$ cat config.mk
export PLATFORM = sky130hd
export DESIGN_NAME = if_fetch_queue
export DESIGN_NICKNAME = d
export VERILOG_FILES = /design/src/rtl/if_fetch_queue_pkg.sv /design/src/rtl/if_fetch_queue_fifo_mem.sv /design/src/rtl/if_fetch_queue.sv
export SDC_FILE = /design/constraint.sdc
export NUM_CORES = 1
export LEC_CHECK = 0
export CAP_MARGIN = 25
export CORE_MARGIN = 3
export CORE_UTILIZATION = 68
export DETAILED_ROUTE_END_ITERATION = 10
export DONT_BUFFER_PORTS = 1
export HOLD_SLACK_MARGIN = 0.12
export PLACE_DENSITY_LB_ADDON = 0.25
export SYNTH_ARGS = -nofsm -noshare
export SYNTH_HDL_FRONTEND = slang
export SYNTH_SLANG_ARGS = --single-unit
$ cat constraint.sdc
create_clock -name clk -period 10 [get_ports clk]
set_input_delay 1 -clock clk [delete_from_list [all_inputs] [get_ports clk]]
set_output_delay 1 -clock clk [all_outputs]
set_load 0.005 [all_outputs]
$ cat src/rtl/if_fetch_queue_pkg.sv
// Shared fetch-stage types and constants for the IF fetch queue.
package pipeline_pkg;

    localparam logic [31:0] NOP_INSTR  = 32'h0;
    localparam logic [31:0] PC_STEP    = 32'd4;
    localparam int unsigned ROM_ADDR_W = 8;

    typedef enum logic {
        IDLE = 1'b0,
        RUN  = 1'b1
    } fetchq_state_t;

    typedef struct packed {
        logic [31:0] instr;
        logic [31:0] pc4;
    } fetchq_entry_t;

endpackage

$ cat src/rtl/if_fetch_queue_fifo_mem.sv
// Fetch queue storage: DEPTH entries of {instr, pc4}, synchronous write, asynchronous read.
module fetchq_fifo_mem
    import pipeline_pkg::*;
#(
    parameter int unsigned DEPTH = 4,
    localparam int unsigned PW   = $clog2(DEPTH)
) (
    input  logic          clk,
    input  logic          we_i,
    input  logic [PW-1:0] wr_ptr_i,
    input  fetchq_entry_t wdata_i,
    input  logic [PW-1:0] rd_ptr_i,
    output fetchq_entry_t rdata_o
);

    fetchq_entry_t mem_q [DEPTH];

    always_ff @(posedge clk) begin
        if (we_i) begin
            mem_q[wr_ptr_i] <= wdata_i;
        end
    end

    assign rdata_o = mem_q[rd_ptr_i];

endmodule

$ cat src/rtl/if_fetch_queue.sv
// Fetch stage: drives ROM address, queues {instr, PC+4} ahead of IF/ID, flushes on redirect.
// Optional perf counters (flush_cnt, starve_cnt) are built when IF_FETCHQ_PERF_EN is defined.
module if_fetch_queue
    import pipeline_pkg::*;
#(
    parameter int unsigned DEPTH  = 4,
    parameter int unsigned ADDR_W = ROM_ADDR_W,
    parameter int unsigned DATA_W = 32
) (
    input  logic              clk,
    input  logic              reset,
    input  logic              fetch_en,
    output logic [ADDR_W-1:0] rom_addr,
    input  logic [DATA_W-1:0] rom_data,
    input  logic              id_ready,
    input  logic              redirect,
    input  logic [31:0]       redirect_pc,
    output logic              valid_out,
    output logic [DATA_W-1:0] instr_out,
    output logic [31:0]       pc_out,
    output logic [15:0]       flush_cnt,
    output logic [15:0]       starve_cnt
);

    localparam int unsigned PW = $clog2(DEPTH);
    localparam int unsigned CW = PW + 1;
    localparam logic [CW-1:0] FULL = CW'(DEPTH);

    fetchq_state_t state_q, state_d;
    logic [31:0]   fetch_pc_q, fetch_pc_d;
    logic [CW-1:0] count_q, count_d;
    logic [PW-1:0] rd_ptr_q, rd_ptr_d, wr_ptr_q, wr_ptr_d;
    logic          push, pop;
    fetchq_entry_t wr_entry, head;

    assign valid_out = (count_q != '0);
    assign pop       = id_ready && valid_out && !redirect;
    // A full queue may still accept a push when the head leaves on the same edge.
    assign push      = (state_q == RUN) && !redirect && ((count_q < FULL) || pop);
    assign rom_addr  = fetch_pc_q[ADDR_W-1:0];

    assign wr_entry.instr = 32'(rom_data);
    assign wr_entry.pc4   = fetch_pc_q + PC_STEP;

    always_comb begin
        state_d    = fetch_en ? RUN : IDLE;
        fetch_pc_d = fetch_pc_q;
        count_d    = count_q;
        rd_ptr_d   = rd_ptr_q;
        wr_ptr_d   = wr_ptr_q;
        if (redirect) begin
            fetch_pc_d = redirect_pc;
            count_d    = '0;
            rd_ptr_d   = '0;
            wr_ptr_d   = '0;
        end else begin
            if (push) begin
                wr_ptr_d   = wr_ptr_q + 1'b1;
                fetch_pc_d = fetch_pc_q + PC_STEP;
            end
            if (pop) begin
                rd_ptr_d = rd_ptr_q + 1'b1;
            end
            case ({push, pop})
                2'b10:   count_d = count_q + 1'b1;
                2'b01:   count_d = count_q - 1'b1;
                default: count_d = count_q;
            endcase
        end
    end

    always_ff @(posedge clk or posedge reset) begin
        if (reset) begin
            state_q    <= IDLE;
            fetch_pc_q <= '0;
            count_q    <= '0;
            rd_ptr_q   <= '0;
            wr_ptr_q   <= '0;
        end else begin
            state_q    <= state_d;
            fetch_pc_q <= fetch_pc_d;
            count_q    <= count_d;
            rd_ptr_q   <= rd_ptr_d;
            wr_ptr_q   <= wr_ptr_d;
        end
    end

    fetchq_fifo_mem #(
        .DEPTH (DEPTH)
    ) u_mem (
        .clk      (clk),
        .we_i     (push),
        .wr_ptr_i (wr_ptr_q),
        .wdata_i  (wr_entry),
        .rd_ptr_i (rd_ptr_q),
        .rdata_o  (head)
    );

    assign instr_out = valid_out ? DATA_W'(head.instr) : DATA_W'(NOP_INSTR);
    assign pc_out    = valid_out ? head.pc4 : 32'h0;

`ifdef IF_FETCHQ_PERF_EN
    logic [15:0] flush_cnt_q, flush_cnt_d, starve_cnt_q, starve_cnt_d;

    always_comb begin
        flush_cnt_d  = flush_cnt_q;
        starve_cnt_d = starve_cnt_q;
        if (redirect && (flush_cnt_q != '1)) begin
            flush_cnt_d = flush_cnt_q + 16'd1;
        end
        if ((state_q == RUN) && (count_q == '0) && (starve_cnt_q != '1)) begin
            starve_cnt_d = starve_cnt_q + 16'd1;
        end
    end

    always_ff @(posedge clk or posedge reset) begin
        if (reset) begin
            flush_cnt_q  <= '0;
            starve_cnt_q <= '0;
        end else begin
            flush_cnt_q  <= flush_cnt_d;
            starve_cnt_q <= starve_cnt_d;
        end
    end

    assign flush_cnt  = flush_cnt_q;
    assign starve_cnt = starve_cnt_q;
`else
    assign flush_cnt  = '0;
    assign starve_cnt = '0;
`endif

endmodule
# After elaboration in Yosys (flattened, before gate mapping)
# Memory sizes are Yosys's and may differ from the RTL's.
# Index checks and enable logic that the tools add are counted.
# totals
regBits,40
inputBits,69
mem_bits_rw,256
n_memories,1
wordCells,37
rom_bits,0
latch_bits,0
out_inout_bits,105
# op_classes
n_reduce_logical,10
add_sub_neg,5
bitwise_logic,0
n_eq_ne,2
div,0
order_cmp,1
mux,13
multipliers,0
shifts,0
# memory_table
name,words,word_bits,read_ports,rd_ports_with_merged_regs,wr,line_no,rtl
u_mem.mem_q,4,64,1,0,1,if_fetch_queue_fifo_mem.sv:16,fetchq_entry_t mem_q [DEPTH];
# ops
op,count
$mux 32,4
$add 32x3->32 const B,1
$mux 2,4
$pmux 3 s2,1
$reduce_bool 3->1,2
$add 2x1->2 const B,2
$logic_and 1x1->1,4
$reduce_bool 2->1,2
$add 3x1->3 const B,1
$lt 3x3->1 const B,1
$mux 1,3
$mux 3,1
$sub 3x1->3 const B,1
$eq 2x1->1 const B,1
$eq 2x2->1 const B,1
$logic_not 1->1,1
$logic_or 1x1->1,1

# Depth between registers and ports, before layout
# depth
depth_word,8
depth_mapped,11
depth_no_buf,8

# Cells and area by module
# From an unflattened synthesis, not the netlist that was laid out.
# hier_totals
cells_unflattened,771
hier_area_um2,12724.7
# modules_own_cells
mod,area_per_inst_um2,instances,seq_area_each_um2,cells_per_inst
fetchq_fifo_mem,9341.5,1,7687.4,338
if_fetch_queue,3383.2,1,1001.0,433

# Least setup slack after synthesis
# OpenSTA, ideal clock, no wires.
# synth_path
path_type,in2reg
start,input redirect
end,memory u_mem.mem_q[2][0] in the netlist's numbering (enable)
t_arrival_ns,6.302
required_ns,9.422
setup_time_ns,0.578
setup_slack_ns,3.120
n_path_buf,3
cell_stages,4
cell_sequence,clkbuf_1 clkbuf_1 buf_1 nor3b_1
# synth_between
elab_chain_len,6
word_cells_on_any_way,7
classes_between,mux (2); reduce/logical (5)
# synth_lines
item,line_no,rtl
start: declaration,if_fetch_queue.sv:16,"input logic redirect,"
$logic_not 1->1 *,"if_fetch_queue.sv:37, if_fetch_queue.sv:39",
$logic_and 1x1->1,if_fetch_queue.sv:37,assign pop = id_ready && valid_out && !redirect;
$logic_or 1x1->1,if_fetch_queue.sv:39,assign push = (state_q == RUN) && !redirect && ((count_q < FULL) || pop);
$logic_and 1x1->1 *,if_fetch_queue.sv:39,
$mux 1 *,if_fetch_queue_fifo_mem.sv:19,if (we_i) begin
$mux 1 (not written as such) *,if_fetch_queue_fifo_mem.sv:20,mem_q[wr_ptr_i] <= wdata_i;
end: declaration,if_fetch_queue_fifo_mem.sv:16,
# Mark *: on every way between the ends. The rest lies on a longest branch, timed or not.

# Worst setup path in the final report
# layout_path
start,register rd_ptr_q[0]
end,output instr_out[23]
# layout_between
elab_chain_len,2
# layout_lines
item,line_no,rtl
start: declaration,if_fetch_queue.sv:32,"logic [PW-1:0] rd_ptr_q, rd_ptr_d, wr_ptr_q, wr_ptr_d;"
start signal: assignment,if_fetch_queue.sv:83,rd_ptr_q <= rd_ptr_d;
$mem_v2 4x64,n/a,
$mux 32,if_fetch_queue.sv:99,assign instr_out = valid_out ? DATA_W'(head.instr) : DATA_W'(NOP_INSTR);
end: declaration,if_fetch_queue.sv:19,"output logic [DATA_W-1:0] instr_out,"
# No other way between the ends.

==> results.md <==
- The insertion delay of the later-clocked pin in the worst-skew pair is 0.55 ns.
- The post-route netlist has 17.0% of its cells at a drive strength greater than 1.
- VDD sags by at most 0.174 mV.
- The shortest clock period the worst path allows after layout is 3.95 ns.
- The worst reg2reg path endpoint is u_mem.mem_q[3][43].
- In the final layout, the multi-input gates occupy around 0.0038 mm^2.
- Along the worst path, the maximum fanout reaches 37.
- The per-cell via count in the routed design is 6.61.
- STA classifies the critical path endpoint as an output port.
- The post-synthesis sequential area ratio is between 60% and 70%.
- The final routed DRC violation total is 0.
- The mean post-synth cell area is 16.1 um^2.
- The count of cell types in the netlist is 50.
- The width of the chip is between 100 and 150 um.
- The utilization after layout is between 70% and 80%.
- During synthesis, Yosys emitted a total of 0 warnings.
- Row generation in the floorplan step produced 49 rows.
- The cell area that synthesis handed to floorplanning was roughly 0.013 mm^2.
- The number of flip-flops and latches in the synthesized netlist is 296.
- The max-slew violation total from the final report is 0.
- The die footprint is 0.0206 mm^2.
- The first global-routing pass estimated about 40000 um of wire.
- The global route total overflow is 0.
- The region available for standard cell placement spans 0.0183 mm^2.
- The worst slew margin relative to its limit is 35.0%.
- The clock tree from TritonCTS is built.
- The multiplexer fraction of the synthesized cell area is a little under an eighth.
- Summed over all nets, the half-perimeter wirelength after detailed placement is between 15000 and 20000 um.
- The master cell of the clock root buffer is sky130_fd_sc_hd__clkbuf_16.
- The gate count after technology mapping is 800.
- The floorplan step set the die height to 144 um.
- The transition time of the tightest slew-check pin is 0.969 ns.
- The vias after detailed routing is 6842.
- The detailed-route wire length per cell is between 20 and 25 um.
- The tightest min-delay check is of the in -> async type.
- After the first detailed-routing iteration, the DRC count stood at 630.
- Global routing consumed, over all layers together, 25.3% of the routing resources.
- The reg2reg setup slack is approximately 7 ns.
- At the end of routability-driven placement, the weighted congestion stood at around 0.9.
- Pin placement for this block handled ~170 I/O pins.
- The clock-pin transition on the worst setup and hold timing paths is 0.06 ns.
- The smallest setup slack after layout is 6.05 ns.
- By area, the combinational part of the netlist is dominated by multiplexers.
- The initial core utilization is 70.5%.
- STA classifies the critical path startpoint as a register.
- The total number of nets in the final design is 858.
- The fraction of the mapped netlist area in compound gates is 3.17%.
- The pre-antenna-repair detailed-routing pass consisted of 5 iterations.
- The source of the worst register-to-register timing path is state_q.
- The endpoint of the most critical setup path is instr_out[23].
- Entering global routing, the biggest net connects 65 pins.
- The initial antenna violation count is 0.
- The type of the worst setup path is reg -> out.
- The leakage power figure is 0.00452 uW.
- The xor and xnor fraction of the mapped netlist area is 2.52%.
- The number of inserted filler cells in the final layout is 1062.
- The area share of fa/ha/maj cells after synthesis is less than 1%.
- Gates resized during post-CTS repair numbered 0.
- The via count of the first global-routing pass came to 6942.
- After clock tree synthesis, the flow added hold-fix buffers numbering 0.
- Based on the critical path, the design can be clocked at up to 0.253 GHz.
- The simple-gate area share of the yosys netlist is 10.3%.
- The number of buffers inserted during clock tree synthesis is 29.
- Wires add up to roughly 26000 um.
- The clock arrives with 0.0202 ns of skew.
- The post-CTS setup repair buffer count is 0.
- 0 antenna diodes ended up in the layout.
- The flow ran to the end, and the final reports show no timing, DRC or antenna violations.
- In this run the deepest clock path goes through 3 buffers.
- The number of cells on the worst reg-to-reg path is 3.
- The count of nets left with antenna violations once routing finished came out at 0.
- The sequential standard cell area is about 0.0087 mm^2.
- The beginning of the critical path is rd_ptr_q[0].
- The final hold violation count is 0.
- Max-cap violations in this run came to 0.
- In this run the number of H-tree levels came out at 1.
- For this design the ratio of total power to cell area is 207 mW/mm^2.
- Relative to the synthesized area, the layout overhead comes to 7.54%.
- In the final timing run, aggregate negative setup slack is 0 ns.
- The critical path required time is 9.00 ns.
- The total power is 2870 uW.
- The number of sinks on the clock net is 296.
- The data arrival time of the critical path is 2.95 ns.
- The worst path uses about two fifths of the clock period.
- The final setup violation count is 0.
- Setup repair after global routing left no endpoint under its margin.
- During placement, the flow inserted port buffers numbering 0.
- The worst-case setup slack after placement is 6.50 ns.
## layout by cell type (no fill, tap or decap), types with 4 or more instances in the layout
master | synthesis | final
sky130_fd_sc_hd__nand4_1 | 22 | 22
sky130_fd_sc_hd__or3_1 | 5 | 4
sky130_fd_sc_hd__conb_1 | 1 | 32
sky130_fd_sc_hd__xor2_1 | 20 | 20
sky130_fd_sc_hd__nor2_1 | 31 | 31
sky130_fd_sc_hd__a31oi_1 | 15 | 15
sky130_fd_sc_hd__nand2b_1 | 4 | 4
sky130_fd_sc_hd__clkinv_2 | 0 | 5
sky130_fd_sc_hd__and4_1 | 5 | 5
sky130_fd_sc_hd__o21ai_0 | 14 | 14
sky130_fd_sc_hd__clkbuf_1 | 24 | 4
sky130_fd_sc_hd__nor3b_2 | 0 | 4
sky130_fd_sc_hd__edfxtp_1 | 256 | 256
sky130_fd_sc_hd__o31ai_1 | 11 | 11
sky130_fd_sc_hd__buf_4 | 43 | 10
sky130_fd_sc_hd__inv_1 | 9 | 8
sky130_fd_sc_hd__clkbuf_16 | 0 | 29
sky130_fd_sc_hd__clkinv_1 | 1 | 9
sky130_fd_sc_hd__xnor2_1 | 17 | 17
sky130_fd_sc_hd__mux4_2 | 64 | 64
sky130_fd_sc_hd__nand2_1 | 25 | 25
sky130_fd_sc_hd__bufinv_16 | 0 | 5
sky130_fd_sc_hd__dfrtp_1 | 40 | 38
sky130_fd_sc_hd__nand3_1 | 21 | 21
sky130_fd_sc_hd__and2_1 | 67 | 67
sky130_fd_sc_hd__a21oi_1 | 5 | 5
sky130_fd_sc_hd__nor3_1 | 17 | 17
sky130_fd_sc_hd__ha_1 | 5 | 5
sky130_fd_sc_hd__or4_1 | 12 | 12
## flip-flops by register name (all words and copies together), names as in the netlist
signal,count
rd_ptr_q,2
count_q,3
wr_ptr_q,2
fetch_pc_q,32
state_q,1
u_mem.mem_q,256
## worst max-delay path, cell delays in order, from the launching register on
cell and delay (ns):
sky130_fd_sc_hd__dfrtp_4 0.85, sky130_fd_sc_hd__buf_4 0.72, sky130_fd_sc_hd__mux4_2 0.63, sky130_fd_sc_hd__and2_1 0.19
## power breakdown
part | switching, uW | leakage [uW] | internal, uW
combinational | 168 | 0.00125 | 138
clock | 438 | 0.000473 | 660
sequential | 55.8 | 0.00279 | 1410
## Yosys cell counts (all sizes together)
library cell	count	share of area, %
inv	9	0.26
and2	67	3.3
nor3b	4	0.23
ha	5	0.49
or2	3	0.15
clkbuf	25	0.74
nor2b	3	0.15
fa	1	0.16
or3	5	0.24
conb	1	0.029
a31oi	15	0.73
nand2b	4	0.19
o22ai	1	0.049
nand3	22	0.89
edfxtp	256	60
and4	6	0.43
o211ai	3	0.17
nand2	26	0.82
xnor2	17	1.2
o31a	2	0.14
o21ai	14	0.54
and3	3	0.15
a22oi	3	0.17
buf	65	3.4
nor4	3	0.19
a211oi	2	0.12
or4	12	0.70
nand4	24	1.3
mux2	3	0.26
xor2	20	1.4
mux4	64	11
nor2	31	0.90
dfrtp	40	7.8
a21oi	5	0.19
o311ai	6	0.41
nor3	17	0.66
clkinv	1	0.029
o31ai	11	0.64
mux2i	1	0.078
## metrics by stage
| stage | instances | instance area [um^2] | hold slack, ns |
|---|---|---|---|
| 2_1_floorplan | 831 | 13000 | 0.494 |
| 3_3_place_gp | 980 | 12900 | 0.547 |
| 3_5_place_dp | 981 | 12900 | 0.567 |
| 4_1_cts | 1035 | 13900 | 0.470 |
| 5_1_grt | 1035 | 13900 | 0.470 |
| 6_report | 1035 | 13900 | 0.474 |
## kinds of logic (layout without fill, tap and decap cells)
| kind of cell | count (synthesis) | count (layout) |
|---|---|---|
| other | 1 | 32 |
| adders and majority gates | 6 | 6 |
| buffers and inverters | 100 | 75 |
| AOI/OAI and AO/OA | 62 | 62 |
| muxes | 68 | 68 |
| and+or+nand+nor | 230 | 230 |
| DFF | 296 | 296 |
| xor gates and xnor gates | 37 | 37 |
## worst min-delay path by stage
stage,from,to,slack [ns]
2_1_floorplan,fetch_pc_q[0],u_mem.mem_q[0][0],0.49
3_3_place_gp,wr_ptr_q[1],wr_ptr_q[1],0.55
3_5_place_dp,wr_ptr_q[1],wr_ptr_q[1],0.57
4_1_cts,fetch_en,state_q,0.47
5_1_grt,fetch_en,state_q,0.47
6_report,reset,fetch_pc_q[1],0.47
## final cells by class
type / instances / share of cell area (%)
clock buffer: 33 / 5.35
sequential: 296 / 62.8
multi-input combinational: 435 / 27.2
tap: 229 / 2.07
inverter: 10 / 0.271
timing repair buffer: 11 / 0.686
clock inverter: 21 / 1.69
## per-layer routing
metal  share of wire [%]  wire length, um  up-vias  global-route usage (%)
met3                 8.3             2140       42                    5.76
met1                  39             9910     3448                    34.2
li1                    -                -     2985                       -
met4                 2.6              677        0                    7.28
met2                  51            13000      367                    42.1
met5                   0                0        -                       0
(Power assumes the default switching activity.)
